`config.mk`:
```
export PLATFORM = sky130hd
export DESIGN_NAME = mem_stage_flat
export DESIGN_NICKNAME = d
export VERILOG_FILES = /design/src/rtl/mem_stage_pkg.sv /design/src/rtl/mem_stage_if.sv /design/src/rtl/mem_load_ext.sv /design/src/rtl/mem_stage.sv /design/src/flat_wrapper.sv
export SDC_FILE = /design/constraint.sdc
export NUM_CORES = 1
export LEC_CHECK = 0
export CAP_MARGIN = 10
export CORE_ASPECT_RATIO = 1.25
export CORE_MARGIN = 4
export CORE_UTILIZATION = 30
export DETAILED_ROUTE_END_ITERATION = 8
export DONT_BUFFER_PORTS = 1
export GPL_ROUTABILITY_DRIVEN = 0
export GPL_TIMING_DRIVEN = 0
export HOLD_SLACK_MARGIN = 0.1
export PLACE_DENSITY = 0.43
export SETUP_SLACK_MARGIN = 0.2
export SLEW_MARGIN = 20
export SYNTH_ARGS = -nofsm -noshare
export SYNTH_HDL_FRONTEND = slang
export SYNTH_SLANG_ARGS = --single-unit
```
`constraint.sdc`:
```
create_clock -name clk_in -period 2.26 [get_ports clk_in]
set_input_delay 0.339 -clock clk_in [delete_from_list [all_inputs] [get_ports clk_in]]
set_output_delay 0.339 -clock clk_in [all_outputs]
set_load 0.03 [all_outputs]
```
`src/rtl/mem_stage_pkg.sv`:
```
// Shared definitions for the MEM pipeline stage: datapath width, RV32I opcodes
// used by the stage, load/store size codes, FSM state encoding and a helper
// that maps an access size code to the index of its last byte.
package mem_stage_pkg;

   localparam int XLEN_DEF = 32;

   localparam logic [6:0] OPC_LOAD  = 7'b0000011;
   localparam logic [6:0] OPC_STORE = 7'b0100011;
   localparam logic [6:0] OPC_ALOPI = 7'b0010011;

   localparam logic [XLEN_DEF-1:0] ZERO_WORD = '0;

   localparam logic [2:0] F3_LB  = 3'b000;
   localparam logic [2:0] F3_LH  = 3'b001;
   localparam logic [2:0] F3_LW  = 3'b010;
   localparam logic [2:0] F3_LBU = 3'b100;
   localparam logic [2:0] F3_LHU = 3'b101;

   typedef enum logic [1:0] {
      ST_IDLE = 2'd0,
      ST_BUSY = 2'd1,
      ST_DONE = 2'd2
   } mem_state_e;

   // Byte counter value of the final byte: 1, 2 or 4 bytes from funct3[1:0];
   // the two upper size codes both mean a full word.
   function automatic logic [1:0] last_byte_idx(input logic [2:0] f3);
      case (f3[1:0])
         2'b00:   return 2'd0;
         2'b01:   return 2'd1;
         default: return 2'd3;
      endcase
   endfunction

endpackage

```
`src/rtl/mem_stage_if.sv`:
```
// Byte-wide memory controller port of the MEM stage.
//   mem_req   stage -> ctrl  byte access request
//   mem_wr    stage -> ctrl  1 = write, 0 = read
//   mem_addr  stage -> ctrl  byte address
//   mem_dout  stage -> ctrl  write byte
//   mem_din   ctrl -> stage  read byte, valid while mem_done=1
//   mem_done  ctrl -> stage  one-cycle completion pulse for the current byte
interface mem_stage_if
   import mem_stage_pkg::*;
#(
   parameter int XLEN = XLEN_DEF
) ();

   logic            mem_req;
   logic            mem_wr;
   logic [XLEN-1:0] mem_addr;
   logic [7:0]      mem_dout;
   logic [7:0]      mem_din;
   logic            mem_done;

   modport master (
      output mem_req, mem_wr, mem_addr, mem_dout,
      input  mem_din, mem_done
   );

   modport slave (
      input  mem_req, mem_wr, mem_addr, mem_dout,
      output mem_din, mem_done
   );

endinterface

```
`src/rtl/mem_load_ext.sv`:
```
// Load data extension: turns the assembled little-endian byte buffer into the
// register value according to the load size/sign code.
//   byte_buf  in   32    assembled load bytes, byte 0 in [7:0]
//   funct3    in   3     load size/sign code
//   ext_val   out  XLEN  sign- or zero-extended result
module mem_load_ext
   import mem_stage_pkg::*;
#(
   parameter int XLEN = XLEN_DEF
) (
   input  logic [31:0]     byte_buf,
   input  logic [2:0]      funct3,
   output logic [XLEN-1:0] ext_val
);

   always_comb begin
      ext_val = '0;
      case (funct3)
         F3_LB:   ext_val = {{(XLEN-8){byte_buf[7]}}, byte_buf[7:0]};
         F3_LH:   ext_val = {{(XLEN-16){byte_buf[15]}}, byte_buf[15:0]};
         F3_LBU:  ext_val = {{(XLEN-8){1'b0}}, byte_buf[7:0]};
         F3_LHU:  ext_val = {{(XLEN-16){1'b0}}, byte_buf[15:0]};
         // LW and the unused codes: the buffer holds the full word.
         default: ext_val = XLEN'(byte_buf);
      endcase
   end

endmodule

```
`src/rtl/mem_stage.sv`:
```
// MEM pipeline stage of the RV32I core (between EX/MEM and MEM_WB).
// Non-memory ops pass straight through. Loads and stores run byte-serially on
// the 8-bit memory controller port while the pipeline is stalled; load bytes
// are assembled and extended before going to MEM_WB.
//   clk_in        in   clock, all state on posedge
//   rst_in        in   synchronous reset, active-low
//   rdy_in        in   global ready, 0 freezes all state
//   ins_type      in   opcode from EX/MEM
//   funct3        in   access size/sign
//   rd_addr       in   destination register
//   alu_val       in   ALU result / effective address
//   store_val     in   store data (rs2)
//   mem           --   byte memory port (master side)
//   stall_req     out  holds EX/MEM and upstream stages
//   out_rd_addr   out  to MEM_WB
//   out_rd_val    out  to MEM_WB
//   out_ins_type  out  to MEM_WB
//
// state | meaning
// IDLE  | pass-through; a load/store here stalls and latches the request
// BUSY  | one byte access per mem_done, counter selects the byte
// DONE  | one cycle presenting the completed access to MEM_WB
module mem_stage
   import mem_stage_pkg::*;
#(
   parameter int         XLEN     = XLEN_DEF,
   parameter logic [6:0] NOP_TYPE = OPC_ALOPI
) (
   input  logic            clk_in,
   input  logic            rst_in,
   input  logic            rdy_in,
   input  logic [6:0]      ins_type,
   input  logic [2:0]      funct3,
   input  logic [4:0]      rd_addr,
   input  logic [XLEN-1:0] alu_val,
   input  logic [XLEN-1:0] store_val,
   mem_stage_if.master     mem,
   output logic            stall_req,
   output logic [4:0]      out_rd_addr,
   output logic [XLEN-1:0] out_rd_val,
   output logic [6:0]      out_ins_type
);

   mem_state_e      state, state_nxt;
   logic [1:0]      cnt;
   logic [XLEN-1:0] addr_lat;
   logic [31:0]     store_lat;
   logic [2:0]      f3_lat;
   logic [4:0]      rd_lat;
   logic [6:0]      ins_lat;
   logic [31:0]     byte_buf;

   logic            lat_en;
   logic            cnt_inc;
   logic            buf_wr;
   logic            is_mem_in;
   logic            is_load_lat;
   logic            is_store_lat;
   logic [4:0]      byte_sel;
   logic [XLEN-1:0] ext_val;

   assign is_mem_in    = (ins_type == OPC_LOAD) || (ins_type == OPC_STORE);
   assign is_load_lat  = (ins_lat == OPC_LOAD);
   assign is_store_lat = (ins_lat == OPC_STORE);
   assign byte_sel     = {cnt, 3'b000};

   mem_load_ext #(.XLEN(XLEN)) u_load_ext (
      .byte_buf (byte_buf),
      .funct3   (f3_lat),
      .ext_val  (ext_val)
   );

   always_ff @(posedge clk_in) begin
      if (!rst_in) begin
         state     <= ST_IDLE;
         cnt       <= '0;
         addr_lat  <= '0;
         store_lat <= '0;
         f3_lat    <= '0;
         rd_lat    <= '0;
         ins_lat   <= '0;
         byte_buf  <= '0;
      end else if (rdy_in) begin
         state <= state_nxt;
         if (lat_en) begin
            addr_lat  <= alu_val;
            store_lat <= store_val[31:0];
            f3_lat    <= funct3;
            rd_lat    <= rd_addr;
            ins_lat   <= ins_type;
            cnt       <= '0;
            byte_buf  <= '0;
         end else begin
            if (cnt_inc) cnt <= cnt + 2'd1;
            if (buf_wr)  byte_buf[byte_sel +: 8] <= mem.mem_din;
         end
      end
   end

   always_comb begin
      state_nxt    = state;
      lat_en       = 1'b0;
      cnt_inc      = 1'b0;
      buf_wr       = 1'b0;
      mem.mem_req  = 1'b0;
      mem.mem_wr   = 1'b0;
      mem.mem_addr = '0;
      mem.mem_dout = '0;
      stall_req    = 1'b0;
      out_ins_type = ins_type;
      out_rd_addr  = rd_addr;
      out_rd_val   = alu_val;

      case (state)
         ST_IDLE: begin
            if (is_mem_in) begin
               stall_req    = 1'b1;
               out_ins_type = NOP_TYPE;
               out_rd_addr  = '0;
               out_rd_val   = '0;
               lat_en       = 1'b1;
               state_nxt    = ST_BUSY;
            end
         end

         ST_BUSY: begin
            // mem_done only counts while rdy_in=1; the register gating makes
            // buf_wr/cnt_inc/state_nxt inert otherwise.
            mem.mem_req  = rdy_in;
            mem.mem_wr   = is_store_lat;
            mem.mem_addr = addr_lat + XLEN'(cnt);
            mem.mem_dout = store_lat[byte_sel +: 8];
            stall_req    = 1'b1;
            out_ins_type = NOP_TYPE;
            out_rd_addr  = '0;
            out_rd_val   = '0;
            if (mem.mem_done) begin
               buf_wr = is_load_lat;
               if (cnt == last_byte_idx(f3_lat)) state_nxt = ST_DONE;
               else                              cnt_inc   = 1'b1;
            end
         end

         ST_DONE: begin
            out_ins_type = ins_lat;
            out_rd_addr  = rd_lat;
            out_rd_val   = is_load_lat ? ext_val : '0;
            state_nxt    = ST_IDLE;
         end

         default: state_nxt = ST_IDLE;
      endcase

      // Reset overrides everything combinationally so a request in flight
      // drops in the same cycle.
      if (!rst_in) begin
         mem.mem_req  = 1'b0;
         mem.mem_wr   = 1'b0;
         stall_req    = 1'b0;
         out_ins_type = NOP_TYPE;
         out_rd_addr  = '0;
         out_rd_val   = '0;
      end
   end

endmodule

```
`src/flat_wrapper.sv`:
```
// flat-port wrapper written by rule: the top's interface ports become plain ports
module mem_stage_flat import mem_stage_pkg::*;
#(
   parameter int         XLEN     = XLEN_DEF,
   parameter logic [6:0] NOP_TYPE = OPC_ALOPI
)
  (clk_in, rst_in, rdy_in, ins_type, funct3, rd_addr, alu_val, store_val, stall_req, out_rd_addr, out_rd_val, out_ins_type, mem_mem_req, mem_mem_wr, mem_mem_addr, mem_mem_dout, mem_mem_din, mem_mem_done);
  mem_stage_if #(.XLEN(XLEN)) mem_i ();
  input  logic clk_in;
  input  logic rst_in;
  input  logic rdy_in;
  input  logic [6:0] ins_type;
  input  logic [2:0] funct3;
  input  logic [4:0] rd_addr;
  input  logic [XLEN-1:0] alu_val;
  input  logic [XLEN-1:0] store_val;
  output logic stall_req;
  output logic [4:0] out_rd_addr;
  output logic [XLEN-1:0] out_rd_val;
  output logic [6:0] out_ins_type;
  output wire logic [$bits(mem_i.mem_req)-1:0] mem_mem_req;
  output wire logic [$bits(mem_i.mem_wr)-1:0] mem_mem_wr;
  output wire logic [$bits(mem_i.mem_addr)-1:0] mem_mem_addr;
  output wire logic [$bits(mem_i.mem_dout)-1:0] mem_mem_dout;
  input wire logic [$bits(mem_i.mem_din)-1:0] mem_mem_din;
  input wire logic [$bits(mem_i.mem_done)-1:0] mem_mem_done;
  assign mem_mem_req = mem_i.mem_req;
  assign mem_mem_wr = mem_i.mem_wr;
  assign mem_mem_addr = mem_i.mem_addr;
  assign mem_mem_dout = mem_i.mem_dout;
  assign mem_i.mem_din = mem_mem_din;
  assign mem_i.mem_done = mem_mem_done;
  mem_stage #(.XLEN(XLEN), .NOP_TYPE(NOP_TYPE)) u_core (.clk_in(clk_in), .rst_in(rst_in), .rdy_in(rdy_in), .ins_type(ins_type), .funct3(funct3), .rd_addr(rd_addr), .alu_val(alu_val), .store_val(store_val), .mem(mem_i), .stall_req(stall_req), .out_rd_addr(out_rd_addr), .out_rd_val(out_rd_val), .out_ins_type(out_ins_type));
endmodule
```
==> impl_metrics.yaml <==
status:
  status: "complete, but fails checks"
  violations: "setup timing"
cts:
  cts_root_buf: "clkbuf_16"
  cts_tree: "done"
  cts_buffer_depth: 2
  cts.sink_count: 115
  cts_max_level: 4
  clk_pin_slew_ps: 60
  cts_buffers: 17
  clkLatencyLatePin_ps: 430
cells_and_area:
  layout-area-overhead-vs-synth_pct: 80.9
  layoutNonFillerInstCount: 1389
  final_net_count: 1195
  drive_gt1_frac: 0.414
  antenna_cells: 0
timing:
  hold_viol: 0
  timing.setup.tns_ps: -13420
  fmax_mhz: 371
  finClkSkew_ps: 8.81
  fin_crit_ps: 2690
  slew_headroom: 0.249
  rsz0062_at_grt: "yes"
  setup_viol: 66
  finalCritPeriodShare: 1.19
  worstMarginPinSlew_ps: 1130
  slew_viol_final: 0
  finalWorstSetupSlack_ps: -433
  hold_slack_ps: 96.6
drt:
  routed_wl_mm: 29.6
  drt_drc_violations_left: 0
  via_per_inst: 5.34
  routed-via-count: 7411
  drt.antenna.violating_nets: 0
  drt_iter0_markers: 412
  wl_per_cell_um: 21.3
  firstDrtPassIters: 5
synth:
  synth-xor-area-share: 0.0160
  synth_nets: 977
  synth_area_per_cell_um2: 7.49
  synth_area_um2: 6580
  synth_warnings: 0
  synth_top_flop_cell: "dfxtp_1"
  yosys.area.top_type_share: 0.350
  seq_area_frac_synth: 0.350
  async_reset_ff_frac: 0
  yosysMostFrequentCell: "nand2_1"
  ys_top_cells_by_area: "dfxtp_1 35%, nand2_1 12%, a21oi_1 9.4%, mux2i_1 5.3%, o21ai_0 3.8%"
  synth_fa_ha_area_frac: 0.0145
  synthSimpleGateAreaFrac: 0.288
  ys_ff_latch: 115
  ys_top_cells_by_count: "210 x nand2_1, 124 x a21oi_1, 115 x dfxtp_1"
  muxShareOfSynthArea: 0.0806
  synth_compound_area_frac: 0.201
  synth_cell_types: 55
  syn_inst: 879
  yosys.area.top_type: "dfxtp_1"
  synth-edff-count: 0
  synth_top_family_by_area: "simple AND/OR/NAND/NOR gates"
floorplan:
  initial_core_util: 0.305
  fp.dieH_um: 174
  core_area_um2: 21500
  num_io_pins: 178
  die_w_um: 140
  die-area_um2: 24400
  rows: 60
placement:
  hpwlAfterDp_mm: 20.1
  port_buffers: 0
  dp_slack_ps: -642
  dpl.cell_count: 1158
critical_path:
  cp_top_family: "simple AND/OR/NAND/NOR gates"
  crit_path_top_delay_cell: "or4_4"
  critical_path_class: "flop to primary output"
  end_kind: "primary output"
  start_kind: "flop"
  path_common_cell: "or4_4"
  worstPathMaxFanout: 7
  reg2reg_depth: 10
  crit_chain: "nand4_1 -> or4_4 -> buf_12 -> or4_4 -> a21oi_4"
  path_depth: 5
  cp_data_required_time_ps: 1920
  path_buf_inv: 1
  cpPeakStageDelay_ps: 580
  arrival_ps: 2350
min_path:
  whs_path_depth: 2
  hp-class: "input pin to flop"
power_and_ir_drop:
  power_density_nw_per_um2: 447
  vdd_drop_max_mv: 0.355
  power_leakage_nw: 4.03
grt:
  grt_pass1_wl_mm: 44.1
  overflow: 0
  grt_start_max_net_pins: 17
  grt_pass1_vias: 7370
  antenna_found_initial: 1
  grt.total_usage: 0.233
flow_run:
  drv_cap: 0
==> worst reg2reg max path, cell delays in order, from the launching register on <==
cell and delay, ps:
dfxtp_4 360, buf_4 110, buf_6 120, buf_6 120, clkinvlp_4 110, ha_4 270, or3b_4 380, a31oi_4 170
buf_12 160, nand3_2 90, mux2i_1 170
==> sequential cells by signal, indices dropped and copies added, names as in the netlist <==
name,count
u_core.rd_lat,5
u_core.store_lat,32
u_core.state,2
u_core.f3_lat,3
u_core.addr_lat,32
u_core.byte_buf,32
u_core.cnt,2
u_core.ins_lat,7
==> per-layer routing <==
metal / global-route usage / part of all wire / up-vias
met1: 0.265 / 0.39 / 3553
met3: 0.0618 / 0.055 / 74
met2: 0.408 / 0.51 / 224
met5: 0 / 0.00044 / -
li1: - / - / 3558
met4: 0.0985 / 0.040 / 2
==> timing repair <==
item / CTS / global route
pin swaps: 94 / 67
buffers inserted: 61 / 50
gates resized for setup: 381 / 133
hold endpoints to repair: 93 / 1
hold buffers: 80 / 1
setup endpoints to repair: 169 / 175
gates cloned: 6 / 2
==> final cells by class <==
cell class / count / area (um^2)
inverters: 7 / 35.0
plain buffers: 76 / 664
flip-flops and latches: 115 / 2380
well taps: 279 / 349
clock inverters: 15 / 158
fillers: 1901 / 9640
multi-input cells: 680 / 5850
clock buffers: 17 / 425
repair buffers: 200 / 2050
==> cell usage in the layout (no fill, tap or decap), types with 9 or more instances in the layout <==
cell / Yosys / layout
a21oi_1: 124 / 75
nand2_1: 210 / 195
mux2i_1: 35 / 33
dfxtp_1: 115 / 87
and2_4: 0 / 11
o21ai_0: 50 / 16
nand2b_1: 24 / 24
dfxtp_2: 0 / 12
dfxtp_4: 0 / 16
nor2_4: 0 / 17
clkbuf_16: 0 / 28
o21ai_2: 0 / 13
buf_12: 0 / 11
a21oi_4: 0 / 50
clkbuf_1: 62 / 24
nand4_1: 34 / 34
o21ai_1: 0 / 12
clkbuf_2: 0 / 18
nand2_4: 0 / 11
buf_6: 0 / 38
nand3_1: 41 / 9
o21ai_4: 0 / 9
buf_4: 0 / 71
dlygate4sd3_1: 0 / 81
nand3_4: 0 / 24
==> cell families (layout without fill, tap and decap cells) <==
group / after synthesis / count (layout)
AND/OR/NAND/NOR: 393 / 393
AO/OA/AOI/OAI: 225 / 225
flip-flops: 115 / 115
buffers and inverters: 84 / 315
multiplexers: 43 / 43
XOR/XNOR: 12 / 12
adder cells (fa/ha/maj): 7 / 7
==> power breakdown <==
part	internal, W	switching, W	leakage (nW)	total (W)
logic	0.000244	0.000381	2.80	0.000625
registers	0.00201	0.00000663	0.945	0.00202
clock network	0.00147	0.00119	0.285	0.00267
==> metrics by stage <==
step	instance area (um^2)	util	total power [W]
3_3_place_gp	7390	0.343	0.00242
5_1_grt	11900	0.552	0.00549
6_report	11900	0.552	0.00532
3_5_place_dp	7390	0.343	0.00242
2_1_floorplan	7040	-	0.00234
4_1_cts	10900	0.507	0.00533
==> worst paths after layout <==
path | startpoint | endpoint | slack [ps]
setup / recovery | u_core.addr_lat[11]$_SDFFE_PN0P_ | mem_mem_addr[31] | -430
hold / removal | alu_val[31] | u_core.addr_lat[31]$_SDFFE_PN0P_ | 100
setup reg to reg | u_core.cnt[0]$_SDFFE_PN0P_ | u_core.byte_buf[3]$_SDFFE_PN0P_ | 110
hold reg to reg | u_core.store_lat[14]$_SDFFE_PN0P_ | u_core.store_lat[14]$_SDFFE_PN0P_ | 460
Note: power is estimated with default switching activity, not from simulation.
